==> src/rtl/modn_updown_counter_if.sv <==
// Control/status bundle for one modulo-N up/down counter stage.
//   en, up_dn, load, load_val : driven by the controlling side (master)
//   out, tc, load_err         : driven by the counter (slave)
interface modn_updown_counter_if #(
  parameter int unsigned WIDTH = 4
);
  logic             en;
  logic             up_dn;
  logic             load;
  logic [WIDTH-1:0] load_val;
  logic [WIDTH-1:0] out;
  logic             tc;
  logic             load_err;

  modport master (
    output en, up_dn, load, load_val,
    input  out, tc, load_err
  );

  modport slave (
    input  en, up_dn, load, load_val,
    output out, tc, load_err
  );
endinterface

==> src/rtl/modn_updown_counter.sv <==
// Modulo-N up/down counter with synchronous load, optional end saturation and
// a combinational terminal count for cascading stages.
//   clk            : rising-edge clock
//   rst            : asynchronous active-high reset
//   bus.en         : count enable
//   bus.up_dn      : 1 = count up, 0 = count down
//   bus.load       : synchronous load strobe (beats en)
//   bus.load_val   : value to load; out-of-range values load 0 and flag load_err
//   bus.out        : registered count, always in 0..MODULUS-1
//   bus.tc         : combinational terminal count / carry-out
//   bus.load_err   : registered one-cycle out-of-range load flag
module modn_updown_counter #(
  parameter int unsigned WIDTH    = 4,
  parameter int unsigned MODULUS  = 10,
  parameter bit          SATURATE = 1'b0
) (
  input logic              clk,
  input logic              rst,
  modn_updown_counter_if.slave bus
);

  localparam longint unsigned CODES = 64'(1) << WIDTH;

  // Reject parameter sets the counter cannot represent.
  if (WIDTH < 1 || WIDTH > 31 || MODULUS < 2 || 64'(MODULUS) > CODES) begin : g_bad_param
    $error("modn_updown_counter: illegal WIDTH=%0d / MODULUS=%0d", WIDTH, MODULUS);
  end

  localparam logic [WIDTH-1:0] TOP     = WIDTH'(MODULUS - 1);
  localparam logic [WIDTH:0]   MOD_EXT = (WIDTH + 1)'(MODULUS);

  logic [WIDTH-1:0] count_q, count_d;
  logic             err_q, err_d;
  logic             at_top, at_bot, in_range;

  assign at_top   = (count_q == TOP);
  assign at_bot   = (count_q == '0);
  // One extra bit so MODULUS = 2**WIDTH accepts every code.
  assign in_range = ({1'b0, bus.load_val} < MOD_EXT);

  // Next count: load beats enable; ends either wrap or hold.
  always_comb begin
    count_d = count_q;
    err_d   = 1'b0;
    if (bus.load) begin
      if (in_range) begin
        count_d = bus.load_val;
      end else begin
        count_d = '0;
        err_d   = 1'b1;
      end
    end else if (bus.en) begin
      if (bus.up_dn) begin
        if (at_top) count_d = SATURATE ? count_q : '0;
        else        count_d = count_q + WIDTH'(1);
      end else begin
        if (at_bot) count_d = SATURATE ? count_q : TOP;
        else        count_d = count_q - WIDTH'(1);
      end
    end
  end

  // State registers.
  always_ff @(posedge clk or posedge rst) begin
    if (rst) begin
      count_q <= '0;
      err_q   <= 1'b0;
    end else begin
      count_q <= count_d;
      err_q   <= err_d;
    end
  end

  assign bus.out      = count_q;
  assign bus.load_err = err_q;
  // Carry-out is combinational so a cascaded stage counts on the same edge.
  assign bus.tc       = bus.en & ~bus.load & (bus.up_dn ? at_top : at_bot);

endmodule

==> src/flat_wrapper.sv <==
// flat-port wrapper written by rule: the top's interface ports become plain ports
module modn_updown_counter_flat 
#(
  parameter int unsigned WIDTH    = 4,
  parameter int unsigned MODULUS  = 10,
  parameter bit          SATURATE = 1'b0
)
  (clk, rst, bus_en, bus_up_dn, bus_load, bus_load_val, bus_out, bus_tc, bus_load_err);
  modn_updown_counter_if #(.WIDTH(WIDTH)) bus_i ();
  input logic clk;
  input logic rst;
  input wire logic [$bits(bus_i.en)-1:0] bus_en;
  input wire logic [$bits(bus_i.up_dn)-1:0] bus_up_dn;
  input wire logic [$bits(bus_i.load)-1:0] bus_load;
  input wire logic [$bits(bus_i.load_val)-1:0] bus_load_val;
  output wire logic [$bits(bus_i.out)-1:0] bus_out;
  output wire logic [$bits(bus_i.tc)-1:0] bus_tc;
  output wire logic [$bits(bus_i.load_err)-1:0] bus_load_err;
  assign bus_i.en = bus_en;
  assign bus_i.up_dn = bus_up_dn;
  assign bus_i.load = bus_load;
  assign bus_i.load_val = bus_load_val;
  assign bus_out = bus_i.out;
  assign bus_tc = bus_i.tc;
  assign bus_load_err = bus_i.load_err;
  modn_updown_counter #(.WIDTH(WIDTH), .MODULUS(MODULUS), .SATURATE(SATURATE)) u_core (.clk(clk), .rst(rst), .bus(bus_i));
endmodule
==> config.mk <==
export PLATFORM = sky130hd
export DESIGN_NAME = modn_updown_counter_flat
export DESIGN_NICKNAME = d
export VERILOG_FILES = /design/src/rtl/modn_updown_counter_if.sv /design/src/rtl/modn_updown_counter.sv /design/src/flat_wrapper.sv
export SDC_FILE = /design/constraint.sdc
export NUM_CORES = 1
export LEC_CHECK = 0
export ABC_AREA = 1
export CORE_AREA = 2 2 39 41
export CTS_CLUSTER_DIAMETER = 200
export CTS_CLUSTER_SIZE = 28
export DETAILED_ROUTE_END_ITERATION = 12
export DIE_AREA = 0 0 41 43
export GPL_TIMING_DRIVEN = 0
export PLACE_DENSITY = 0.61
export SLEW_MARGIN = 30
export SYNTH_ARGS = -nofsm -noshare
export SYNTH_HDL_FRONTEND = slang
export SYNTH_SLANG_ARGS = --single-unit
==> constraint.sdc <==
create_clock -name clk -period 1.1 [get_ports clk]
set_input_delay 0.165 -clock clk [delete_from_list [all_inputs] [get_ports clk]]
set_output_delay 0.165 -clock clk [all_outputs]
set_load 0.02 [all_outputs]
# Yosys cells after proc, flatten, opt, wreduce, memory -nomap -nowiden
# Cells that the tools add are included.
[classes]
n_addsub = 2
n_mul = 0
n_div = 0
order_cmp = 1
eq_ne = 1
shifts = 0
muxes = 9
bitwise = 3
reduce_logical = 2
[ops]
columns = ["cell", "n"]
rows = [
  ["4-bit 2-to-1 mux", 6],
  ["4-bit by 1-bit adder with 4-bit output (second input constant)", 1],
  ["4-bit == test (second input constant)", 1],
  ["4-bit zero test", 1],
  ["4-bit less-than comparator (second input constant)", 1],
  ["4-bit by 1-bit subtractor with 4-bit output (second input constant)", 1],
  ["1-bit 2-to-1 mux", 3],
  ["1-bit bitwise AND", 2],
  ["2-bit nonzero test", 1],
  ["1-bit inverter", 1],
]
[word_totals]
register_bits = 5
latchBits = 0
ramBits = 0
romBits = 0
input_bits = 9
output_inout_bits = 6
wordCells = 20
memories = 0

# Longest topological paths before layout
[depth]
ltp_word = 5
depth_mapped = 8

# Least setup slack after synthesis
# No wires, ideal clock.
[synth_path]
path_kind = "reg-to-output"
from = "register u_core.count_q[0], in the netlist u_core.bus.out[0]"
to = "output bus_tc"
t_arrival_ns = 1.336
path_slack_ns = -0.401
stages_incl_launch_ff = 4
n_path_buf = 0
cell_sequence = "dfrtp_1 nor2_1 nand3_1 a211oi_1"
[synth_via]
elab_chain_len = 3
[synth_rtl]
columns = ["item", "line_no", "source"]
rows = [
  ["from (decl)", "modn_updown_counter.sv:32", "logic [WIDTH-1:0] count_q, count_d;"],
  ["from (signal assigned)", "modn_updown_counter.sv:69", "count_q <= count_d;"],
  ["4-bit == test or 4-bit zero test (tied branches)", "modn_updown_counter.sv:36, modn_updown_counter.sv:37", ""],
  ["1-bit 2-to-1 mux (*)", "modn_updown_counter.sv:77", "assign bus.tc = bus.en & ~bus.load & (bus.up_dn ? at_top : at_bot);"],
  ["1-bit bitwise AND (*)", "modn_updown_counter.sv:77", ""],
  ["to (decl)", "flat_wrapper.sv:17", "output wire logic [$bits(bus_i.tc)-1:0] bus_tc;"],
]
# Mark *: on every way between the ends. The rest lies on a longest branch, timed or not.

# Worst setup path in the final report
[layout_path]
from = "register u_core.count_q[1], in the netlist u_core.bus.out[1]"
to = "output bus_tc"
# Same word-level chain as after synthesis.

==> metrics.csv <==
stage,metric,value,unit
place,dpl_cell_area,592,µm²
finish,syn_to_final_growth,78.3,%
worst_setup_path,start_kind,register,
die,ioPinCount,15,
finish,antenna_cells,0,
clock_network,cts_buffers,3,
finish,fin_cells,110,
power,powerDensity,1220,mW/mm²
yosys,ys_ff_latch,5,
die,row_count,14,
timing,hold_viol,0,
die,core,0.00138,mm²
yosys,syn_area_per_cell,6.03,µm²
drt,drtIter0Drc,12,
die,die_area,0.00176,mm²
timing,relSlewSlack,0.796,
worst_setup_path,critical_path.top_delay_family,flip-flops,
drt,ant_nets,0,
place,dp.cells,96,
drt,drc,0,
global_routing,grt_pass1_wl,1940,µm
drt,vias,505,
global_routing,grt_usage,0.160,
drt,viasPerCell,4.59,
timing,finalSetupViolations,7,
power,power_leakage,0.349,nW
clock_network,cts.sinks,5,
place,gp_congestion,0.734,
die,dieHeight,43,µm
power,sequentialPowerShare,0.285,
timing,finalCriticalPeriod,1.44,ns
worst_setup_path,cp_cell_sequence,"nor2_4, nand3_2, a211oi_4, buf_6",
clock_network,path_clk_slew,0.05,ns
outcome,outcome,finished with violations,
power,intPower,0.000542,W
worst_setup_path,cp_slowest_cell,dfrtp_2,
global_routing,antenna_found_initial,0,
drt,wirelength,1170,µm
power,peakVddDrop,0.676,mV
worst_setup_path,crit_required,0.94,ns
worst_setup_path,cpPeakStageDelay,0.44,ns
die,dieWidth,41,µm
timing,layout_setup_ws,-0.338,ns
worst_setup_path,cp.arrival,1.27,ns
yosys,synth_top_cells_by_area,"dfrtp_1 (31%), nand3_1 (15%), nand2_1 (14%)",
yosys,synth_cell_types,15,
yosys,synth_top_area_cell,dfrtp_1,
timing,period_share,1.31,
outcome,violations,negative setup slack,
yosys,yosysSeqAreaShare,0.314,
timing,rsz0062_at_grt,true,
yosys,ys_warn_count,0,
finish,postLayoutCellArea,709,µm²
power,power_switching,0.000325,W
place,place.port_buffers,14,
yosys,synthCells,66,
finish,fin_nets,104,
worst_setup_path,critPathKind,register to primary output,
yosys,yosysTopAreaCellShare,0.314,
clock_network,clkLatencyLatePin,0.24,ns
worst_setup_path,crit_buf_inv,1,
timing,worst_pin_slew,0.303,ns
finish,layout-drive-gt1-share,0.351,
yosys,syn-num-nets,75,
power,p_clk_frac,0.246,
clock_network,clock_path_buffers,2,
die,start_util,0.288,
timing,max_freq,0.696,GHz
min_path,hold_path_class,input port to async pin,
timing,skew,0.00687,ns
drt,wire_per_inst,10.6,µm
drt,first_pass_iters,4,
worst_setup_path,path_max_fanout,5,
power,p_sw_frac,0.375,
place,hpwl,813,µm
global_routing,grt_max_degree,8,
timing,slew_viol_final,0,
clock_network,htree_num_levels,1,
clock_network,cts_tree,built,
worst_setup_path,crit_path_end_kind,primary output,
global_routing,overflow,0,
place,dp_slack,-0.861,ns
power,design_power_total,0.000867,W
global_routing,grt_pass1_vias,477,
yosys,syn_area,398,µm²
flow_run,max_cap_viol_count,0,
clock_network,cts-root-buf,clkbuf_4,
timing,whs,0.117,ns
power,pwr-share-comb,0.468,
==> kinds of logic (layout without fill, tap and decap cells) <==
| group | count (synthesis) | after routing | synth area share |
|---|---|---|---|
| flops | 5 | 5 | 0.314 |
| compound gates | 11 | 11 | 0.167 |
| buf+inv | 13 | 41 | 0.126 |
| simple gates | 37 | 37 | 0.393 |
==> synthesized netlist by cell type <==
library cell	number
nand2_1	15
nand3_1	12
inv_1	11
nor2_1	9
dfrtp_1	5
o21ai_0	3
a21oi_1	2
a31oi_1	2
a211oi_1	1
a21oi_2	1
clkinv_2	1
inv_2	1
nand2_2	1
o211ai_1	1
o21ai_1	1
==> power groups by stage <==
stage | clock, W | combinational, W | sequential (W)
6_report | 0.000214 | 0.000406 | 0.000247
3_3_place_gp | 0 | 0.000291 | 0.000255
3_5_place_dp | 0 | 0.000294 | 0.000256
2_1_floorplan | 0 | 0.000156 | 0.000276
4_1_cts | 0.000221 | 0.000366 | 0.000246
5_1_grt | 0.000235 | 0.000440 | 0.000253
==> state kept, by name, summed over array words and instances (netlist names) <==
name                 cells
u_core.bus.load_err      1
u_core.bus.out           4
==> routing by layer <==
| metal | GRT usage | vias up | routed length (µm) |
|---|---|---|---|
| li1 | - | 270 | - |
| met1 | 0.193 | 222 | 505 |
| met2 | 0.253 | 13 | 624 |
| met3 | 0.0157 | 0 | 38 |
| met4 | 0.100 | 0 | 0 |
| met5 | 0 | - | 0 |
==> per-stage QoR <==
stage,utilization,setup TNS [ns]
floorplan,-,-0.132
global placement,0.428,-2.17
detailed placement,0.428,-2.22
CTS,0.492,-0.788
global route,0.513,-1.37
finish,0.513,-1.01
==> layout make-up <==
| class | count | area [µm²] |
|---|---|---|
| tap | 16 | 20.0 |
| fill | 147 | 674 |
| multi-input combinational | 48 | 268 |
| timing repair buffer | 24 | 211 |
| sequential | 5 | 130 |
| clock buffer | 4 | 26.3 |
| inverter | 13 | 53.8 |
==> what timing repair did <==
action                     4_1_cts  5_1_grt
buffers inserted                 8        2
hold buffers                     0        0
setup endpoints to repair        8        8
pin swaps                        2        1
gates resized for setup         29        7
==> path summary, 6_finish.rpt <==
check | slack [ns] | depth (start not counted) | from | endpoint
worst max register to register | -0.20 | 9 | u_core.bus.out[1] | u_core.bus.out[1]
worst max-delay path | -0.34 | 4 | u_core.bus.out[1] | bus_tc
min in group clk | 0.44 | 3 | bus_load | u_core.bus.load_err
worst min register to register | 0.74 | 3 | u_core.bus.out[1] | u_core.bus.out[1]
worst min-delay path | 0.12 | 2 | rst | u_core.bus.out[0]
max in group asynchronous | 0.79 | 2 | rst | u_core.bus.out[1]
==> layout by cell type, fill, tap and decap left out <==
cell type        Yosys  layout
a211oi_4             0       1
a21oi_1              2       1
a21oi_2              1       2
a31oi_1              2       2
buf_2                0       1
buf_4                0       9
buf_6                0       4
clkbuf_1             0       1
clkbuf_2             0       1
clkbuf_4             0       3
clkdlybuf4s15_1      0       1
clkdlybuf4s50_1      0       7
dfrtp_1              5       1
dfrtp_2              0       4
dlygate4sd2_1        0       1
inv_1               11       9
inv_2                1       2
inv_4                0       2
nand2_1             15      15
nand2_8              0       1
nand3_1             12      11
nand3_2              0       1
nor2_1               9       7
nor2_2               0       1
nor2_4               0       1
o211ai_1             1       1
o21ai_0              3       3
o21ai_1              1       1
Power figures use the tool's default switching activity.
